`config.mk`:
```
export PLATFORM = sky130hd
export DESIGN_NAME = seq_det_ctrl
export DESIGN_NICKNAME = d
export VERILOG_FILES = /design/src/rtl/seq_det_pkg.sv /design/src/rtl/seq_det_match.sv /design/src/rtl/seq_det_ctrl.sv
export SDC_FILE = /design/constraint.sdc
export NUM_CORES = 1
export LEC_CHECK = 0
export ABC_AREA = 1
export CAP_MARGIN = 10
export CORE_ASPECT_RATIO = 2
export CORE_MARGIN = 2
export CORE_UTILIZATION = 50
export CTS_BUF_LIST = sky130_fd_sc_hd__clkbuf_4 sky130_fd_sc_hd__clkbuf_8
export DETAILED_ROUTE_END_ITERATION = 10
export PLACE_DENSITY = 0.75
export SLEW_MARGIN = 0
export SYNTH_ARGS = -nofsm -noshare
export SYNTH_HDL_FRONTEND = slang
export SYNTH_SLANG_ARGS = --single-unit
```
`constraint.sdc`:
```
create_clock -name clk -period 2.45 [get_ports clk]
set_clock_uncertainty 0.15 [all_clocks]
set_input_delay 0.49 -clock clk [delete_from_list [all_inputs] [get_ports clk]]
set_output_delay 0.49 -clock clk [all_outputs]
set_load 0.02 [all_outputs]
```
`src/rtl/seq_det_pkg.sv`:
```
// Shared types and reset defaults for the serial pattern detector.
package seq_det_pkg;

  typedef enum logic {
    IDLE  = 1'b0,
    SHIFT = 1'b1
  } state_t;

  localparam int         MAXPW_DEF   = 8;
  localparam logic [7:0] DEF_PATTERN = 8'h15;
  localparam logic [3:0] DEF_LEN     = 4'd5;
  localparam logic       DEF_OVERLAP = 1'b0;

endpackage

```
`src/rtl/seq_det_match.sv`:
```
// History register, fill tracker and pattern comparator for one serial bit
// per cycle. In non-overlap mode a match discards the history so the next
// match must be built entirely from fresh bits.
module seq_det_match
  import seq_det_pkg::*;
#(
  parameter int MAXPW = MAXPW_DEF
) (
  input  logic             clk,
  input  logic             rstn,
  input  logic             clr,
  input  logic             bit_p0,
  input  logic             vld_p0,
  input  logic [MAXPW-1:0] cfg_pattern,
  input  logic [3:0]       cfg_len,
  input  logic             cfg_overlap,
  output logic             match
);

  localparam int FW = $clog2(MAXPW + 1);

  logic [MAXPW-1:0] hist;
  logic [FW-1:0]    fill;
  logic [MAXPW-1:0] hist_nxt;
  logic [FW-1:0]    fill_nxt;
  logic [MAXPW:0]   mask_w;
  logic [MAXPW-1:0] mask;

  // Next history/fill for the incoming bit and the match decision on it.
  always_comb begin
    hist_nxt = {hist[MAXPW-2:0], bit_p0};
    fill_nxt = (int'(fill) >= MAXPW) ? fill : fill + FW'(1);
    mask_w   = ((MAXPW + 1)'(1) << cfg_len) - (MAXPW + 1)'(1);
    mask     = mask_w[MAXPW-1:0];
    match    = vld_p0 && (int'(fill_nxt) >= int'(cfg_len)) &&
               ((hist_nxt & mask) == (cfg_pattern & mask));
  end

  // History and fill update; cleared by reset and by an accepted config.
  always_ff @(posedge clk or negedge rstn) begin
    if (!rstn) begin
      hist <= '0;
      fill <= '0;
    end else if (clr) begin
      hist <= '0;
      fill <= '0;
    end else if (vld_p0) begin
      hist <= hist_nxt;
      fill <= (match && !cfg_overlap) ? '0 : fill_nxt;
    end
  end

endmodule

```
`src/rtl/seq_det_ctrl.sv`:
```
// Byte-stream front end and controller for the programmable serial pattern
// detector: valid/ready byte intake, MSB-first serialiser, runtime config
// register, saturating match counter and registered hit/cfg_err pulses.
// Optional macro SEQ_DET_CTRL_POS_EN adds hit_pos and hit_byte outputs.
module seq_det_ctrl
  import seq_det_pkg::*;
#(
  parameter int DW    = 8,
  parameter int MAXPW = MAXPW_DEF,
  parameter int CNTW  = 8
) (
  input  logic             clk,
  input  logic             rstn,
  input  logic             en,
  input  logic             cfg_we,
  input  logic [MAXPW-1:0] cfg_pattern,
  input  logic [3:0]       cfg_len,
  input  logic             cfg_overlap,
  input  logic             in_valid,
  input  logic [DW-1:0]    in_data,
  output logic             in_ready,
  output logic             busy,
  output logic             hit,
  output logic [CNTW-1:0]  hit_count,
  output logic             cfg_err
`ifdef SEQ_DET_CTRL_POS_EN
  ,
  output logic [$clog2(DW)-1:0] hit_pos,
  output logic [15:0]           hit_byte
`endif
);

  localparam int IW = $clog2(DW);

  state_t           state;
  logic [IW-1:0]    bit_idx;
  logic [DW-1:0]    sreg;
  logic [MAXPW-1:0] pat_q;
  logic [3:0]       len_q;
  logic             ov_q;
  logic             last_bit;
  logic             accept;
  logic             cfg_ok;
  logic             bit_p0;
  logic             vld_p0;
  logic             match;

  assign last_bit = (state == SHIFT) && (bit_idx == IW'(DW - 1));
  assign in_ready = en & ~cfg_we & ((state == IDLE) | last_bit);
  assign accept   = in_valid & in_ready;
  assign cfg_ok   = cfg_we && (state == IDLE) && (cfg_len != '0) &&
                    (int'(cfg_len) <= MAXPW);
  assign busy     = (state == SHIFT);

  // Serialiser output stage: current MSB goes to the matcher each SHIFT cycle.
  assign bit_p0   = sreg[DW-1];
  assign vld_p0   = (state == SHIFT);

  // Shift register: load on accept, shift left while serialising.
  always_ff @(posedge clk) begin
    if (accept) begin
      sreg <= in_data;
    end else if (state == SHIFT) begin
      sreg <= {sreg[DW-2:0], 1'b0};
    end
  end

  // Control FSM, config register, match counter and output pulses.
  always_ff @(posedge clk or negedge rstn) begin
    if (!rstn) begin
      state     <= IDLE;
      bit_idx   <= '0;
      pat_q     <= MAXPW'(DEF_PATTERN);
      len_q     <= DEF_LEN;
      ov_q      <= DEF_OVERLAP;
      hit       <= 1'b0;
      hit_count <= '0;
      cfg_err   <= 1'b0;
    end else begin
      hit     <= match;
      cfg_err <= cfg_we & ~cfg_ok;
      if (cfg_ok) begin
        pat_q     <= cfg_pattern;
        len_q     <= cfg_len;
        ov_q      <= cfg_overlap;
        hit_count <= '0;
      end else if (match && (hit_count != '1)) begin
        hit_count <= hit_count + CNTW'(1);
      end
      case (state)
        IDLE: begin
          if (accept) begin
            state   <= SHIFT;
            bit_idx <= '0;
          end
        end
        SHIFT: begin
          if (last_bit) begin
            bit_idx <= '0;
            if (!accept) begin
              state <= IDLE;
            end
          end else begin
            bit_idx <= bit_idx + IW'(1);
          end
        end
        default: state <= IDLE;
      endcase
    end
  end

  seq_det_match #(
    .MAXPW(MAXPW)
  ) u_match (
    .clk        (clk),
    .rstn       (rstn),
    .clr        (cfg_ok),
    .bit_p0     (bit_p0),
    .vld_p0     (vld_p0),
    .cfg_pattern(pat_q),
    .cfg_len    (len_q),
    .cfg_overlap(ov_q),
    .match      (match)
  );

`ifdef SEQ_DET_CTRL_POS_EN
  logic [15:0] byte_cnt;

  // Accepted-byte counter and position/byte capture on each match.
  always_ff @(posedge clk or negedge rstn) begin
    if (!rstn) begin
      byte_cnt <= '0;
      hit_pos  <= '0;
      hit_byte <= '0;
    end else begin
      if (accept) begin
        byte_cnt <= byte_cnt + 16'd1;
      end
      if (match) begin
        hit_pos  <= IW'(DW - 1) - bit_idx;
        hit_byte <= byte_cnt;
      end
    end
  end
`endif

endmodule

```
# Word-level counts from Yosys, hierarchy flattened
# Index checks and enable logic that the tools add are counted.
# op_classes
n_addsub	4
bitwise_logic	10
reduce_logical	13
shift	1
n_lt_le_gt_ge	3
n_eq_ne	4
muxes	16
# op_table
cell	n
8-bit 2-to-1 mux	4
8-bit bitwise AND	2
4-bit 2-to-1 mux	4
7-bit 2-to-1 mux	2
8-bit by 1-bit adder with 8-bit output, second input constant	1
8-bit equality test	1
1-bit logical AND	8
8-bit != test, second input constant	1
1-bit by 4-bit left shift with 8-bit output, first input constant	1
8-bit by 2-bit subtractor with 8-bit output, second input constant	1
3-bit 2-to-1 mux	2
3-bit case mux with 2 select lines	1
2-bit nonzero test	3
4-bit by 1-bit adder with 4-bit output, second input constant	1
1-bit bitwise AND	4
4-bit greater-or-equal comparator	1
4-bit greater-or-equal comparator, second input constant	1
4-bit <= comparator, second input constant	1
4-bit nonzero test	1
3-bit by 1-bit adder with 3-bit output, second input constant	1
3-bit equality test, second input constant	1
1-bit NOT	3
1-bit 2-to-1 mux	2
2-bit != test, second input constant	1
other kinds (3)	3
# totals
inputBits	26
regBits	46

# Depth between registers and ports, before layout
# Gate-level depths: netlist of run 1.
# logic_depth
ltp_word	9
ltp_mapped	13
ltp_nobuf	13

# Hierarchy
# A second synthesis of run 1 with hierarchy kept.
# unflattened
cells_unflattened	324
hier_area_um2	2671.3
# modules_own_cells
module	n_inst	seq_area_each_um2	cells_per_inst	area_per_inst_um2
seq_det_ctrl	1	922.1	194	1746.7
seq_det_match	1	275.3	130	924.6

# Worst setup path before layout of run 1
# OpenSTA, ideal clock, no wires.
# synth_timing
path_type	register to register
from	reg u_match.fill[0]
to	reg hit_count[0]
path_stages_with_launch	14
n_path_buf	0
setup_time_ps	66
arrival_ps	1985
synth_period_minus_slack_ps	2201
path_slack_ps	249
required_time_ps	2234
cell_sequence	dfrtp_1 -> inv_1 -> ha_1 -> nand2_1 -> o21ai_0 -> ha_1 -> inv_1 -> o21bai_1 -> nand3_1 -> nand3_1 -> nand4_4 -> nor2_8 -> nand3_1 -> nand2_1
# synth_via
elab_chain_cells	7
elab_cells_between_ends	8
cone_classes	add/sub: 1; order compare: 2; mux: 1; reduce/logical: 4
# synth_lines
element	line_no	text
start, declared	seq_det_match.sv:23	logic [FW-1:0] fill;
start signal, assigned	seq_det_match.sv:49	fill <= (match && !cfg_overlap) ? '0 : fill_nxt;
4-bit by 1-bit adder with 4-bit output or 4-bit greater-or-equal comparator (tied branches)	seq_det_match.sv:32	fill_nxt = (int'(fill) >= MAXPW) ? fill : fill + FW'(1);
4-bit 2-to-1 mux (*)	seq_det_match.sv:32	
4-bit greater-or-equal comparator (*)	seq_det_match.sv:35	match = vld_p0 && (int'(fill_nxt) >= int'(cfg_len)) &&
1-bit logical AND (*) (2 in series)	seq_det_match.sv:35	
1-bit logical AND (*)	seq_det_ctrl.sv:87	end else if (match && (hit_count != '1)) begin
2-bit nonzero test (no source line) (*)	--	
end signal, assigned	seq_det_ctrl.sv:88	hit_count <= hit_count + CNTW'(1);
end, declared	seq_det_ctrl.sv:24	output logic [CNTW-1:0] hit_count,
# Every way passes the cells marked *; elsewhere a longest branch is shown, timed or not.
# A chain may end at the register's enable or synchronous reset.

# Worst setup path after layout of run 1
# layout_timing
from	reg u_match.fill[1]
to	reg hit_count[7]
# The elaborated chain is that of the path after synthesis.

==> results.md, run 1 <==
- In this run the standard cell core region covers 0.00486 sq mm.
- The worst pin sits at a relative slew slack of 0.431.
- The final count of hold timing violations came to 0.
- The number of distinct standard cells referenced by the synthesized netlist is 32.
- In the final layout, the share of cells above drive strength 1 is 0.203.
- The number of antenna violations at the first check in global routing is 0.
- By area the synthesized netlist is led by sky130_fd_sc_hd__dfrtp_1 33%, sky130_fd_sc_hd__nand2_1 12%, sky130_fd_sc_hd__edfxtp_1 9.6%.
- Routability-driven placement finished with a final weighted congestion of 0.826.
- The number of remaining DRC errors is 0.
- The critical path runs through a total of 13 cells.
- The max-slew violation count is 0.
- The final critical-path required period is 2.32 ns.
- In this run the mean area of a mapped cell was 8.74 sq um.
- The kind of critical path is reg2reg.
- The number of global-route vias before repair is 2052.
- The data arrival time of the critical path is 2.38 ns.
- Once routing completed, OpenROAD measured the worst setup slack at 0.132 ns.
- The mapped cell area is 0.00251 sq mm.
- The number of failing setup endpoints in the final timing report is 0.
- Summed over all nets, the half-perimeter wirelength after detailed placement is 4.02 mm.
- Of the available clock period, the critical path in the final layout requires 0.946.
- In this run the power density over the cells is 1280 mW/mm^2.
- In this run the vertical extent of the chip is 104 um.
- For the pin with the worst max-slew slack, the measured transition is 0.854 ns.
- The most instantiated library cell after synthesis is sky130_fd_sc_hd__nand2_1.
- The top-level port count is 38.
- The detail route stage leaves a number of antenna-violating nets equal to 0.
- The worst setup path is captured at a register.
- The clock transition at the registers of the reported paths is 0.09 ns.
- The count of buffer and inverter cells on the critical path is 3.
- Using the TritonRoute via totals, the vias-per-cell ratio works out to 5.08.
- In the global route stage, overall resource usage came out at 0.217.
- The tool flagged a number of max-cap violations equal to 0.
- The flop and latch count out of synthesis is 46.
- Of the synthesized area, sequential elements account for 0.478.
- In this run the worst path has a maximum fanout of 8.
- For this run, the slowest stage of the critical path takes 0.41 ns.
- The slowest stage of the critical path belongs to the cell sky130_fd_sc_hd__dfrtp_1.
- The total nets after synthesis is 323.
- The floorplan has 36 rows.
- The largest net degree at the start of global routing is 39.
- The die covers 0.00563 sq mm.
- Of the post-synthesis cell area, the dominant cell type holds 0.329.
- For this run, the post-layout net count is 375.
- The clock tree from TritonCTS is yes.
- After global routing, the most crowded layer is met2.
- The Yosys warning count is 0.
- The share of flip-flops with an asynchronous set or reset after synthesis is 0.826.
- The final route contains 2017 vias.
- The cell that appears most often on the critical path is sky130_fd_sc_hd__nand2_2.
- CTS placed an instance of sky130_fd_sc_hd__clkbuf_8 at the clock tree root.
- The first-pass GRT wire length is 9.00 mm.
- The worst-case IR drop observed on VDD is 0.775 mV.
- The layout overhead on the synthesized area is 26.8%.
- During placement, the flow inserted port buffers numbering 37.
- The classification of the worst-slack hold path is in2async.
- The met2 global-route usage is 0.396.
- The number of clock sinks is 46.
- Counting the fill cells in the layout gives 410.
- TritonCTS created 5 clock buffers.
- The initial standard-cell utilization of the core is 0.515.
- For this block, the initial DRC count from the detailed router was 47.
- The flip-flop cell with the highest count after synthesis is sky130_fd_sc_hd__dfrtp_1.
- Clock latency on the worst-skew pair, taken at its later pin, is 0.31 ns.
- The kind of launch point of the worst setup path is a register.
- On the critical path the largest part of the delay comes from simple AND/OR/NAND/NOR gates.
- The design draws 4080 uW.
- Prior to clock tree synthesis, the placed netlist has a worst setup slack of 0.0669 ns.
- The flow ran to the end, and the final reports show no timing, DRC or antenna violations.
- The static leakage power is 0.00157 uW.
- The synthesized instance count is 287.
- The clock passes through at most 2 buffers.
- Walking the worst path, the cells encountered are inv_2, ha_4, nand2_2, o21ai_2, ha_1, inv_1, o21bai_1, nand3_1, nand3_4, buf_6, nand4_4, nand3_2, nand2_2.
- sky130_fd_sc_hd__dfrtp_1 takes more of the synthesized area than any other cell.
- The met3 usage in global routing is 0.0402.
- The average wire per standard cell is 13.8 um.
- The die is 54.1 um wide.
- The data required time at the worst endpoint is 2.51 ns.
- The maximum achievable frequency is 0.431 GHz.
- The H-tree generated during clock tree synthesis spans 2 levels.
- By count the netlist is led by 78 x sky130_fd_sc_hd__nand2_1, 39 x sky130_fd_sc_hd__inv_1, 33 x sky130_fd_sc_hd__dfrtp_1.
- 0 antenna diodes ended up in the layout.
- Wires add up to 5.48 mm.
- The met1 layer usage reported by global route is 0.225.
- In this run, synthesis inferred 8 flip-flops with an integrated enable.
- The total overflow left after global routing is 0.
- The first-pass iteration count of the detailed router is 4.
- The depth of the most critical reg-to-reg path is 13.
## layer usage
| layer | part of all wire | vias to the layer above |
|---|---|---|
| met2 | 0.59 | 19 |
| li1 | - | 1026 |
| met5 | 0 | - |
| met1 | 0.37 | 965 |
| met3 | 0.018 | 7 |
| met4 | 0.021 | 0 |
## final timing paths
check | from | to | slack, ns
worst max-delay path | u_match.fill[1]$_DFFE_PN0P_ | hit_count[7]$_DFFE_PN0P_ | 0.13
worst min-delay path | rstn | pat_q[6]$_DFFE_PN0P_ | 0.13
worst max register to register | u_match.fill[1]$_DFFE_PN0P_ | hit_count[7]$_DFFE_PN0P_ | 0.13
worst min register to register | pat_q[2]$_DFFE_PN1P_ | pat_q[2]$_DFFE_PN1P_ | 0.33
max in group asynchronous | rstn | u_match.hist[1]$_DFFE_PN0P_ | 1.48
min in group clk | pat_q[2]$_DFFE_PN1P_ | pat_q[2]$_DFFE_PN1P_ | 0.33
## cells in the final DEF, fill, tap and decap left out, types with 2 or more instances in the layout
cell | synthesis | final
sky130_fd_sc_hd__nor2_2 | 3 | 5
sky130_fd_sc_hd__nor3_1 | 2 | 2
sky130_fd_sc_hd__nand2_1 | 78 | 76
sky130_fd_sc_hd__inv_1 | 39 | 37
sky130_fd_sc_hd__clkbuf_8 | 0 | 5
sky130_fd_sc_hd__ha_1 | 10 | 9
sky130_fd_sc_hd__nand4_4 | 2 | 2
sky130_fd_sc_hd__xnor2_1 | 2 | 2
sky130_fd_sc_hd__nand3_1 | 28 | 22
sky130_fd_sc_hd__o31ai_1 | 2 | 2
sky130_fd_sc_hd__xor2_1 | 8 | 8
sky130_fd_sc_hd__buf_4 | 1 | 13
sky130_fd_sc_hd__o21ai_0 | 9 | 8
sky130_fd_sc_hd__dfrtp_1 | 33 | 33
sky130_fd_sc_hd__nand4_1 | 2 | 2
sky130_fd_sc_hd__nand3_2 | 1 | 6
sky130_fd_sc_hd__nor2_1 | 15 | 13
sky130_fd_sc_hd__o22ai_1 | 7 | 7
sky130_fd_sc_hd__inv_2 | 5 | 7
sky130_fd_sc_hd__edfxtp_1 | 8 | 8
sky130_fd_sc_hd__clkdlybuf4s50_1 | 0 | 35
sky130_fd_sc_hd__a21oi_2 | 1 | 2
sky130_fd_sc_hd__nand2_2 | 3 | 5
sky130_fd_sc_hd__a32o_1 | 2 | 2
sky130_fd_sc_hd__nor2_4 | 3 | 3
sky130_fd_sc_hd__dfstp_2 | 5 | 5
sky130_fd_sc_hd__mux2_2 | 7 | 7
## through the flow
stage                     instance area (sq um)  setup TNS, ns  utilization  cells  hold slack, ns
after floorplan                            2510              0            -    287          0.0444
after global placement                     2980              0        0.613    384           0.317
after detailed placement                   2980              0        0.613    384           0.326
after CTS                                  3070              0        0.632    392           0.162
after global routing                       3180         -0.103        0.654    397           0.201
final                                      3180              0        0.654    397           0.133
## power by group
part	switching [uW]	total, uW	internal (uW)
combinational	1260	2210	954
clock	268	481	213
sequential	229	1390	1160
total	1750	4080	2330
## sequential cells by signal, indices dropped and copies added, names as in the netlist
register / count
bit_idx: 3
busy: 1
cfg_err: 1
hit: 1
hit_count: 8
len_q: 4
ov_q: 1
pat_q: 8
sreg: 8
u_match.fill: 4
u_match.hist: 7
## layout make-up
type | instances | area (sq um) | area share
Clock buffer | 6 | 76.3 | 0.0240
Clock inverter | 2 | 12.5 | 0.00394
Inverter | 44 | 165 | 0.0519
Multi-Input combinational cell | 191 | 1180 | 0.372
Sequential cell | 46 | 1200 | 0.377
Tap cell | 57 | 71.3 | 0.0224
Timing Repair Buffer | 51 | 473 | 0.149
## repair_timing
| action | CTS | global route |
|---|---|---|
| hold buffers | 0 | 0 |
| buffers inserted | 0 | 5 |
| setup endpoints to repair | 1 | 12 |
| resized for setup | 2 | 17 |
| pin swaps | 0 | 7 |
## logic make-up (layout without fill, tap and decap cells)
logic type      Yosys count  count (layout)  share of synthesized area
xor+xnor                 10              10                     0.0349
simple gates            140             140                      0.269
fa+ha+maj                10              10                     0.0499
mux                       7               7                     0.0314
buf+inv                  50             103                     0.0773
flops                    46              46                      0.478
compound gates           24              24                     0.0599
Power figures use the tool's default switching activity.
==> run 2: changes to the inputs <==
--- a/config.mk
+++ b/config.mk
@@ -11,6 +11,7 @@
 export CORE_MARGIN = 2
 export CORE_UTILIZATION = 50
 export CTS_BUF_LIST = sky130_fd_sc_hd__clkbuf_4 sky130_fd_sc_hd__clkbuf_8
+export CTS_CLUSTER_SIZE = 25
 export DETAILED_ROUTE_END_ITERATION = 10
 export PLACE_DENSITY = 0.75
 export SLEW_MARGIN = 0
==> results of run 2 <==
Same layout as run 1: the final DEF is identical, and so are final timing and power.
